==> config.mk <==
export PLATFORM = sky130hd
export DESIGN_NAME = sorted_vector_serializer
export DESIGN_NICKNAME = d
export VERILOG_FILES = /design/src/rtl/sorted_vector_serializer.sv
export SDC_FILE = /design/constraint.sdc
export NUM_CORES = 1
export LEC_CHECK = 0
export CORE_MARGIN = 2
export CORE_UTILIZATION = 45
export CTS_CLUSTER_SIZE = 12
export DETAILED_ROUTE_END_ITERATION = 10
export GPL_ROUTABILITY_DRIVEN = 0
export PLACE_DENSITY_LB_ADDON = 0.1
export SETUP_SLACK_MARGIN = 0.5
export SLEW_MARGIN = 20
export SYNTH_ARGS = -nofsm -noshare
export SYNTH_HDL_FRONTEND = slang
export SYNTH_SLANG_ARGS = --single-unit
==> constraint.sdc <==
create_clock -name clk -period 11.4 [get_ports clk]
set_input_delay 1.71 -clock clk [delete_from_list [all_inputs] [get_ports clk]]
set_output_delay 1.71 -clock clk [all_outputs]
set_load 0.03 [all_outputs]
==> src/rtl/sorted_vector_serializer.sv <==
// Serializes sorted 8-element vectors from the bitonic stage into a valid/ready
// element stream, buffering up to two vectors and emitting the first K of each.
module sorted_vector_serializer #(
   parameter int unsigned DATA_WIDTH  = 8,
   parameter int unsigned LABEL_WIDTH = 3,
   parameter int unsigned K           = 8,
   parameter int unsigned EMIT_ORDER  = 0
) (
   input  logic                     clk,
   input  logic                     rst,
   input  logic                     x_valid,
   input  logic [DATA_WIDTH*8-1:0]  x,
   input  logic [LABEL_WIDTH*8-1:0] x_label,
   output logic [DATA_WIDTH-1:0]    y_data,
   output logic [LABEL_WIDTH-1:0]   y_label,
   output logic                     y_valid,
   input  logic                     y_ready,
   output logic                     y_first,
   output logic                     y_last,
   output logic                     busy,
   output logic                     overflow
);

   generate
      if (K < 1 || K > 8) begin : g_bad_k
         $error("sorted_vector_serializer: K must be in 1..8");
      end
   endgenerate

   typedef enum logic [1:0] {
      EMPTY = 2'd0,
      ONE   = 2'd1,
      FULL  = 2'd2
   } state_t;

   localparam logic [2:0] LAST_IDX = 3'(K - 1);

   state_t state, state_nxt;
   logic rd_ptr, wr_ptr;
   logic [2:0] idx;
   logic [2:0] pos;
   logic xfer, final_beat, push, drop;

   logic [DATA_WIDTH-1:0]  mem_d [2][8];
   logic [LABEL_WIDTH-1:0] mem_l [2][8];

   assign xfer       = y_valid & y_ready;
   assign final_beat = xfer & (idx == LAST_IDX);
   // A full FIFO can still take a vector when the head pops on the same edge
   assign push       = x_valid & ((state != FULL) | final_beat);
   assign drop       = x_valid & (state == FULL) & ~final_beat;

   always_comb begin
      state_nxt = state;
      case (state)
         EMPTY: if (x_valid) state_nxt = ONE;
         ONE: begin
            if (x_valid && !final_beat)      state_nxt = FULL;
            else if (!x_valid && final_beat) state_nxt = EMPTY;
         end
         FULL:    if (final_beat && !x_valid) state_nxt = ONE;
         default: state_nxt = EMPTY;
      endcase
   end

   always_ff @(posedge clk) begin
      if (rst) begin
         state    <= EMPTY;
         rd_ptr   <= 1'b0;
         wr_ptr   <= 1'b0;
         idx      <= '0;
         overflow <= 1'b0;
      end else begin
         state <= state_nxt;
         if (push) wr_ptr <= ~wr_ptr;
         if (final_beat) begin
            rd_ptr <= ~rd_ptr;
            idx    <= '0;
         end else if (xfer) begin
            idx <= idx + 3'd1;
         end
         if (drop) overflow <= 1'b1;
      end
   end

   always_ff @(posedge clk) begin
      if (push) begin
         for (int unsigned i = 0; i < 8; i++) begin
            mem_d[wr_ptr][i] <= x[i*DATA_WIDTH +: DATA_WIDTH];
            mem_l[wr_ptr][i] <= x_label[i*LABEL_WIDTH +: LABEL_WIDTH];
         end
      end
   end

   assign pos = (EMIT_ORDER != 0) ? (3'd7 - idx) : idx;

   // Outputs are gated by y_valid so they read zero when nothing is queued
   assign y_valid = (state != EMPTY);
   assign busy    = y_valid;
   assign y_data  = y_valid ? mem_d[rd_ptr][pos] : '0;
   assign y_label = y_valid ? mem_l[rd_ptr][pos] : '0;
   assign y_first = y_valid & (idx == 3'd0);
   assign y_last  = y_valid & (idx == LAST_IDX);

endmodule

==> results.py, run 1 <==
metrics = {
    "run": {
        "maxCapViolations": 0,
    },
    "synth": {
        "synth_cell_types": 39,
        "synth-warning-count": 0,
        "syn-instance-count": 374,
        "synth-compound-area-share": 0.0413,
        "synthXorXnorAreaFrac": 0.00241,
        "synth-seq-cells": 185,
        "synthSimpleGateAreaFrac": 0.0301,
        "muxShareOfSynthArea": 0.143,
        "main_combinational_cell_family_by_area_after_synthesis": "multiplexers",
        "avgSynthCellArea_sq_um": 19.5,
        "post-synth-top-area-fraction": 0.726,
        "post_synth_instance_area_sq_um": 7280,
        "net_count_after_synthesis": 471,
        "netlist_top_cells_area": "edfxtp_1 (73%), mux4_2 (7.7%), mux2i_1 (5.5%), dfxtp_1 (2.5%), mux4_1 (1.1%)",
        "synth_adder_area_share": 0.00860,
        "sequential_element_share_of_the_synthesized_area": 0.751,
        "synth_area_leader_cell": "edfxtp_1",
    },
    "cts": {
        "clkSlewWorstSetupHoldPaths_ns": 0.07,
        "tritoncts": "done",
        "post-cts-setup-buffers": 0,
        "clock-sinks": 185,
        "postCtsResizedCells": 0,
        "cts_root_buffer": "clkbuf_16",
        "htree_levels": 4,
        "clk_latency_ns": 0.43,
        "hold_buffers": 0,
        "cts-buffers-inserted": 17,
        "clk_path_buf_depth": 2,
    },
    "global_route": {
        "globalRoute.busiestLayer": "met2",
        "track_usage": 0.174,
        "grt.met3_usage": 0.0363,
        "antenna_found_initial": 0,
        "gr-usage-met2": 0.276,
        "gr-total-overflow": 0,
        "grt_pass1_wl_um": 22400,
        "first_global_vias": 3939,
        "grt_start_max_net_pins": 57,
        "grtUsageMet1": 0.240,
    },
    "hold_path": {
        "hold_path_class": "flip-flop to flip-flop",
        "worst_hold_path.num_cells": 2,
        "hold_end": "overflow$_SDFFE_PP0P_",
        "hold_path.startpoint": "overflow$_SDFFE_PP0P_",
    },
    "route": {
        "postRouteAntennaNets": 0,
        "drc_markers": 0,
        "vias_after_detailed_routing": 3747,
        "routed_wl_um": 14500,
        "via_per_inst": 5.22,
        "routedWlPerCell_um": 20.2,
        "dr.first_iter.drc_count": 291,
        "drt_first_pass_iters": 4,
    },
    "setup_path": {
        "crit_family": "buffers and inverters",
        "worst_r2r_path_depth": 7,
        "critPathCaptureType": "output port",
        "worst-path-stages": 5,
        "critical_path_peak_fanout": 38,
        "timing.critical_path.slowest_stage_cell": "buf_4",
        "critical_path_rt_ns": 9.69,
        "cp_slowest_stage_delay_ns": 0.66,
        "path_cells": "buf_4, mux4_2, mux2i_1, o21ai_0, clkdlybuf4s50_1",
        "r2r_slack_ns": 7.75,
        "r2r-start": "idx[1]$_SDFFE_PP0P_",
        "r2r_end": "mem_l[1][23]$_DFFE_PP_",
        "cp_launch_type": "flip-flop",
        "cp_num_buf_inv": 2,
        "criticalPathCategory": "flip-flop to output port",
        "critPathArrivalTime_ns": 3.36,
    },
    "place": {
        "post-dp-hpwl_um": 9520,
        "io_buffers": 107,
    },
    "power_and_ir_drop": {
        "p_clk_frac": 0.376,
        "internal_power_mw": 1.16,
        "power_density_nw_per_um2": 164,
        "power_frac_seq": 0.539,
        "power.static_leakage_nw": 2.94,
        "switching_share": 0.223,
        "worst_ir_drop_vdd_mv": 0.114,
        "combPwrFrac": 0.085,
        "post-layout-total-power_mw": 1.49,
        "switching_power_mw": 0.332,
    },
    "final_layout": {
        "post_route_cells_drive_above_1_share": 0.135,
        "filler_cell_count": 1224,
        "num_antenna_cells": 0,
        "final_net_count": 586,
        "synthToLayoutAreaGrowth_pct": 25.3,
    },
    "timing": {
        "final.setup_skew_ns": 0.0128,
        "tightest_pin_transition_ns": 1.01,
        "setup_viol_count_final": 0,
        "final.setup.tns_ns": 0,
        "timing.final.hold_violations": 0,
        "final_max_slew_viol_count": 0,
        "finalCritPeriodShare": 0.445,
        "post-route-min-period_ns": 5.07,
        "timing.fmax_mhz": 197,
        "max_slew_margin": 0.327,
        "rsz0062_at_grt": "false",
    },
    "outcome": {
        "outcome": "completed",
    },
    "floorplan": {
        "fp.dieW_um": 131,
        "die_y_um": 131,
        "fp-row-count": 46,
        "dieArea_sq_um": 17200,
        "coreArea_sq_um": 15800,
        "io-pin-count": 108,
        "effective_utilization_at_floorplan": 0.460,
    },
}
power groups by stage:
| stage | registers, mW | logic, mW | clock network [mW] |
|---|---|---|---|
| 6_report | 0.803 | 0.127 | 0.561 |
| 5_1_grt | 0.807 | 0.136 | 0.601 |
| 4_1_cts | 0.804 | 0.129 | 0.573 |
| 3_5_place_dp | 0.819 | 0.129 | 0 |
| 3_3_place_gp | 0.817 | 0.125 | 0 |
| 2_1_floorplan | 0.820 | 0.0613 | 0 |
placed cells by master (no fill, tap or decap), types with 2 or more instances in the layout:
master           netlist  layout
clkdlybuf4s50_1        0     107
clkinv_2               0       2
o22a_1                 2       2
nor3b_1                2       2
clkinvlp_4             0       3
a311oi_1               4       4
clkinv_4               0       4
nor2_4                 0       2
o32ai_1                4       4
a22o_1                 4       4
edfxtp_1             176     176
dfxtp_1                9       8
o2111ai_1              4       4
buf_4                  2       5
nor2b_1                4       4
inv_6                  0       4
mux4_1                 3       3
mux4_2                25      25
a21oi_1                9       9
ha_1                   5       5
a22oi_1                6       6
mux2i_1               40      40
o21ai_1                4       4
o211ai_1               3       3
inv_1                  5       5
and2_1                 3       3
nor2_1                18      16
o21ai_0                2       2
clkbuf_16              0      17
nand2_1               15      15
cell usage after synthesis:
master / instances
edfxtp_1: 176
mux2i_1: 40
mux4_2: 25
nor2_1: 18
nand2_1: 15
a21oi_1: 9
dfxtp_1: 9
a22oi_1: 6
buf_2: 5
ha_1: 5
inv_1: 5
a22o_1: 4
a311oi_1: 4
nor2b_1: 4
o2111ai_1: 4
o21ai_1: 4
o32ai_1: 4
and2_1: 3
buf_6: 3
mux4_1: 3
o211ai_1: 3
buf_1: 2
buf_12: 2
buf_4: 2
clkbuf_1: 2
nor3b_1: 2
o21ai_0: 2
o22a_1: 2
buf_8: 1
clkinv_1: 1
inv_2: 1
nand2b_1: 1
nand3_1: 1
nand3b_1: 1
nor3_1: 1
or2_2: 1
or3_1: 1
xnor2_1: 1
xor2_1: 1
cells by family (layout without fill, tap and decap cells):
kind of cell             after synthesis  in the layout
flip-flops                           185            185
multiplexers                          68             68
AND/OR/NAND/NOR                       48             48
AO/OA/AOI/OAI                         42             42
buffers and inverters                 24            152
adder cells (fa/ha/maj)                5              5
XOR/XNOR                               2              2
worst register-to-register path, cell delays in order, from the launching register on:
cell and delay [ns]:
dfxtp_1 0.51, buf_4 0.33, ha_1 0.21, ha_1 0.25
and2_1 0.18, o21ai_1 0.17, nor2_4 0.80, buf_4 0.79
how the worst max path moves through the flow:
stage,endpoint,from,slack (ns)
finish,y_data[7],flip-flop,6.33
global route,y_data[7],flip-flop,6.15
CTS,y_data[7],flip-flop,6.27
detailed placement,y_data[7],flip-flop,6.74
global placement,y_data[7],flip-flop,6.76
floorplan,mem_d[0][0]$_DFFE_PP_,y_ready,5.25
cell type report:
type / count / area, sq um / area share
sequential: 185 / 5470 / 0.600
multi-input combinational: 165 / 1660 / 0.182
timing repair buffer: 113 / 1130 / 0.124
clock buffer: 17 / 425 / 0.0466
tap: 216 / 270 / 0.0296
clock inverter: 15 / 144 / 0.0158
inverter: 7 / 26.3 / 0.00288
per-layer routing:
metal / vias to the layer above / routed length, um
li1: 1752 / -
met2: 90 / 7090
met5: - / 0
met3: 10 / 581
met1: 1895 / 6670
met4: 0 / 133
state kept, by name (all words and copies together) (netlist names), named ones only:
signal,flops
idx,3
mem_d,128
mem_l,48
overflow,1
rd_ptr,1
state,2
wr_ptr,1
metrics by stage:
stage / hold WS (ns) / instance area, sq um / util / std cells / worst slack [ns]
global route: 0.510 / 9120 / 0.576 / 718 / 6.15
floorplan: 0.472 / 7280 / - / 374 / 5.25
global placement: 0.454 / 8530 / 0.539 / 685 / 6.76
detailed placement: 0.469 / 8550 / 0.540 / 686 / 6.74
CTS: 0.488 / 9120 / 0.576 / 718 / 6.27
finish: 0.484 / 9120 / 0.576 / 718 / 6.33
Power figures use the tool's default switching activity.
==> run 2, diff against run 1 <==
clock period = 5 ns   (was 11.4 ns; I/O delays follow)
==> run 2 against run 1 <==
Against the previous run: cell count grew 0.14%; clock skew decreased by 0.0060 ns; sequential share of layout area shrank 0.25 points; clock-buffer cell count stayed put; largest cell class unchanged; largest power group unchanged.
==> results.py, run 2 (synthesis gave the netlist of run 1 again) <==
metrics = {
    "timing": {
        "finalCritPeriodShare": 0.756,
        "tightest_pin_transition_ns": 1.00,
        "final_max_slew_viol_count": 0,
        "setup_viol_count_final": 0,
        "rsz0062_at_grt": "false",
        "timing.final.hold_violations": 0,
        "max_slew_margin": 0.332,
        "final.setup_skew_ns": 0.00680,
        "timing.fmax_mhz": 264,
        "post-route-min-period_ns": 3.78,
    },
    "final_layout": {
        "post_layout_nonfiller_instances": 719,
        "final_cell_area_sq_um": 9160,
        "top_register": "mem_d",
        "num_antenna_cells": 0,
        "final_net_count": 588,
        "utilization": 0.579,
        "layout_commonest_cell": "edfxtp_1",
        "layout_common_cells": "edfxtp_1 (176), clkdlybuf4s50_1 (107), mux2i_1 (40)",
        "largestRegisters": "mem_d x128, mem_l x48, idx x3",
        "post_route_cells_drive_above_1_share": 0.133,
        "max_reg_flops": 128,
        "synthToLayoutAreaGrowth_pct": 25.9,
    },
    "floorplan": {
        "effective_utilization_at_floorplan": 0.460,
        "coreArea_sq_um": 15800,
        "fp-row-count": 46,
        "die_y_um": 131,
        "io-pin-count": 108,
        "fp.dieW_um": 131,
        "dieArea_sq_um": 17200,
    },
    "setup_path": {
        "critPathArrivalTime_ns": 3.03,
        "r2r-start": "idx[0]$_SDFFE_PP0P_",
        "critPathCaptureType": "output port",
        "critical_path_peak_fanout": 38,
        "r2r_end": "mem_d[0][25]$_DFFE_PP_",
        "criticalPathCategory": "flip-flop to output port",
        "r2r_slack_ns": 1.91,
        "worst_r2r_path_depth": 7,
        "critical_path_rt_ns": 4.25,
        "cp_launch_type": "flip-flop",
    },
    "global_route": {
        "grt_pass1_wl_um": 23100,
        "track_usage": 0.180,
        "gr-total-overflow": 0,
        "grt_start_max_net_pins": 73,
        "first_global_vias": 4067,
        "antenna_found_initial": 0,
    },
    "cts": {
        "clk_latency_ns": 0.42,
        "cts-buffers-inserted": 17,
        "cts_root_buffer": "clkbuf_16",
        "hold_buffers": 0,
        "postCtsResizedCells": 0,
        "htree_levels": 4,
        "tritoncts": "done",
        "clock-sinks": 185,
        "clkSlewWorstSetupHoldPaths_ns": 0.07,
        "clk_path_buf_depth": 2,
        "post-cts-setup-buffers": 0,
    },
    "power_and_ir_drop": {
        "worst_ir_drop_vdd_mv": 0.283,
        "p_clk_frac": 0.388,
        "power.static_leakage_nw": 2.97,
        "power_frac_seq": 0.528,
        "power_density_nw_per_um2": 379,
        "switching_share": 0.212,
        "post-layout-total-power_mw": 3.47,
        "internal_power_mw": 2.73,
        "switching_power_mw": 0.736,
        "combPwrFrac": 0.084,
    },
    "route": {
        "vias_after_detailed_routing": 3797,
        "drt_first_pass_iters": 5,
        "routedWlPerCell_um": 20.3,
        "drc_markers": 0,
        "routed_wl_um": 14600,
        "via_per_inst": 5.28,
        "postRouteAntennaNets": 0,
        "dr.first_iter.drc_count": 281,
    },
    "outcome": {
        "outcome": "completed",
    },
    "hold_path": {
        "hold_path.startpoint": "overflow$_SDFFE_PP0P_",
        "hold_end": "overflow$_SDFFE_PP0P_",
        "hold_path_class": "flip-flop to flip-flop",
        "worst_hold_path.num_cells": 2,
    },
    "place": {
        "placement.cell_area_sq_um": 8570,
        "number_of_placed_instances_taps_included": 688,
        "io_buffers": 107,
        "post-dp-hpwl_um": 9790,
    },
    "run": {
        "maxCapViolations": 0,
    },
}
-- run 2: cell count changes in the layout (fill, tap and decap cells not counted) --
cell,change
buf_4,+2
bufinv_16,+2
clkinv_1,+2
clkinv_4,-3
clkinvlp_4,-2
inv_6,+1
inv_8,-1
-- run 2: layout make-up --
| class | count | area (sq um) |
|---|---|---|
| Clock buffer | 17 | 425 |
| Tap cell | 216 | 270 |
| Sequential cell | 185 | 5470 |
| Multi-Input combinational cell | 165 | 1660 |
| Fill cell | 1184 | 6670 |
| Inverter | 7 | 26.3 |
| Clock inverter | 14 | 168 |
| Timing Repair Buffer | 115 | 1140 |
-- run 2: worst max-delay path: stages (launching register included) --
cell and delay (ns):
dfxtp_4 0.82, buf_4 0.32, mux4_1 0.56, nor2_1 0.10, o32ai_1 0.10, clkdlybuf4s50_1 0.66
-- run 2: layer usage --
layer  part of all wire  routed length, um  GRT usage
met1               0.45               6510      0.248
met2               0.49               7180      0.286
met3              0.043                626     0.0374
met4              0.018                264     0.0682
met5                  0                  0          0
-- run 2: worst max path at each step --
stage	start	to	slack [ns]	cells past startpoint
after floorplan	y_ready	mem_d[0][0]$_DFFE_PP_	-0.19	3
after global placement	flip-flop	y_data[0]	1.62	5
after detailed placement	flip-flop	y_data[0]	1.59	5
after CTS	flip-flop	y_data[0]	1.14	5
after global routing	flip-flop	y_data[0]	0.99	5
final	flip-flop	y_data[0]	1.22	5
-- run 2: through the flow --
step           worst slack (ns)  hold WS [ns]  setup TNS (ns)
3_5_place_dp               1.59         0.464               0
6_report                   1.22         0.473               0
4_1_cts                    1.14         0.481               0
5_1_grt                   0.994         0.537               0
3_3_place_gp               1.62         0.456               0
2_1_floorplan            -0.188         0.472          -33.13
-- run 2: power groups by stage --
stage / clock [mW] / sequential, mW / combinational (mW)
after floorplan: 0 / 1.87 / 0.140
after global placement: 0 / 1.86 / 0.293
after detailed placement: 0 / 1.87 / 0.297
after CTS: 1.38 / 1.83 / 0.298
after global routing: 1.45 / 1.84 / 0.316
final: 1.35 / 1.83 / 0.292
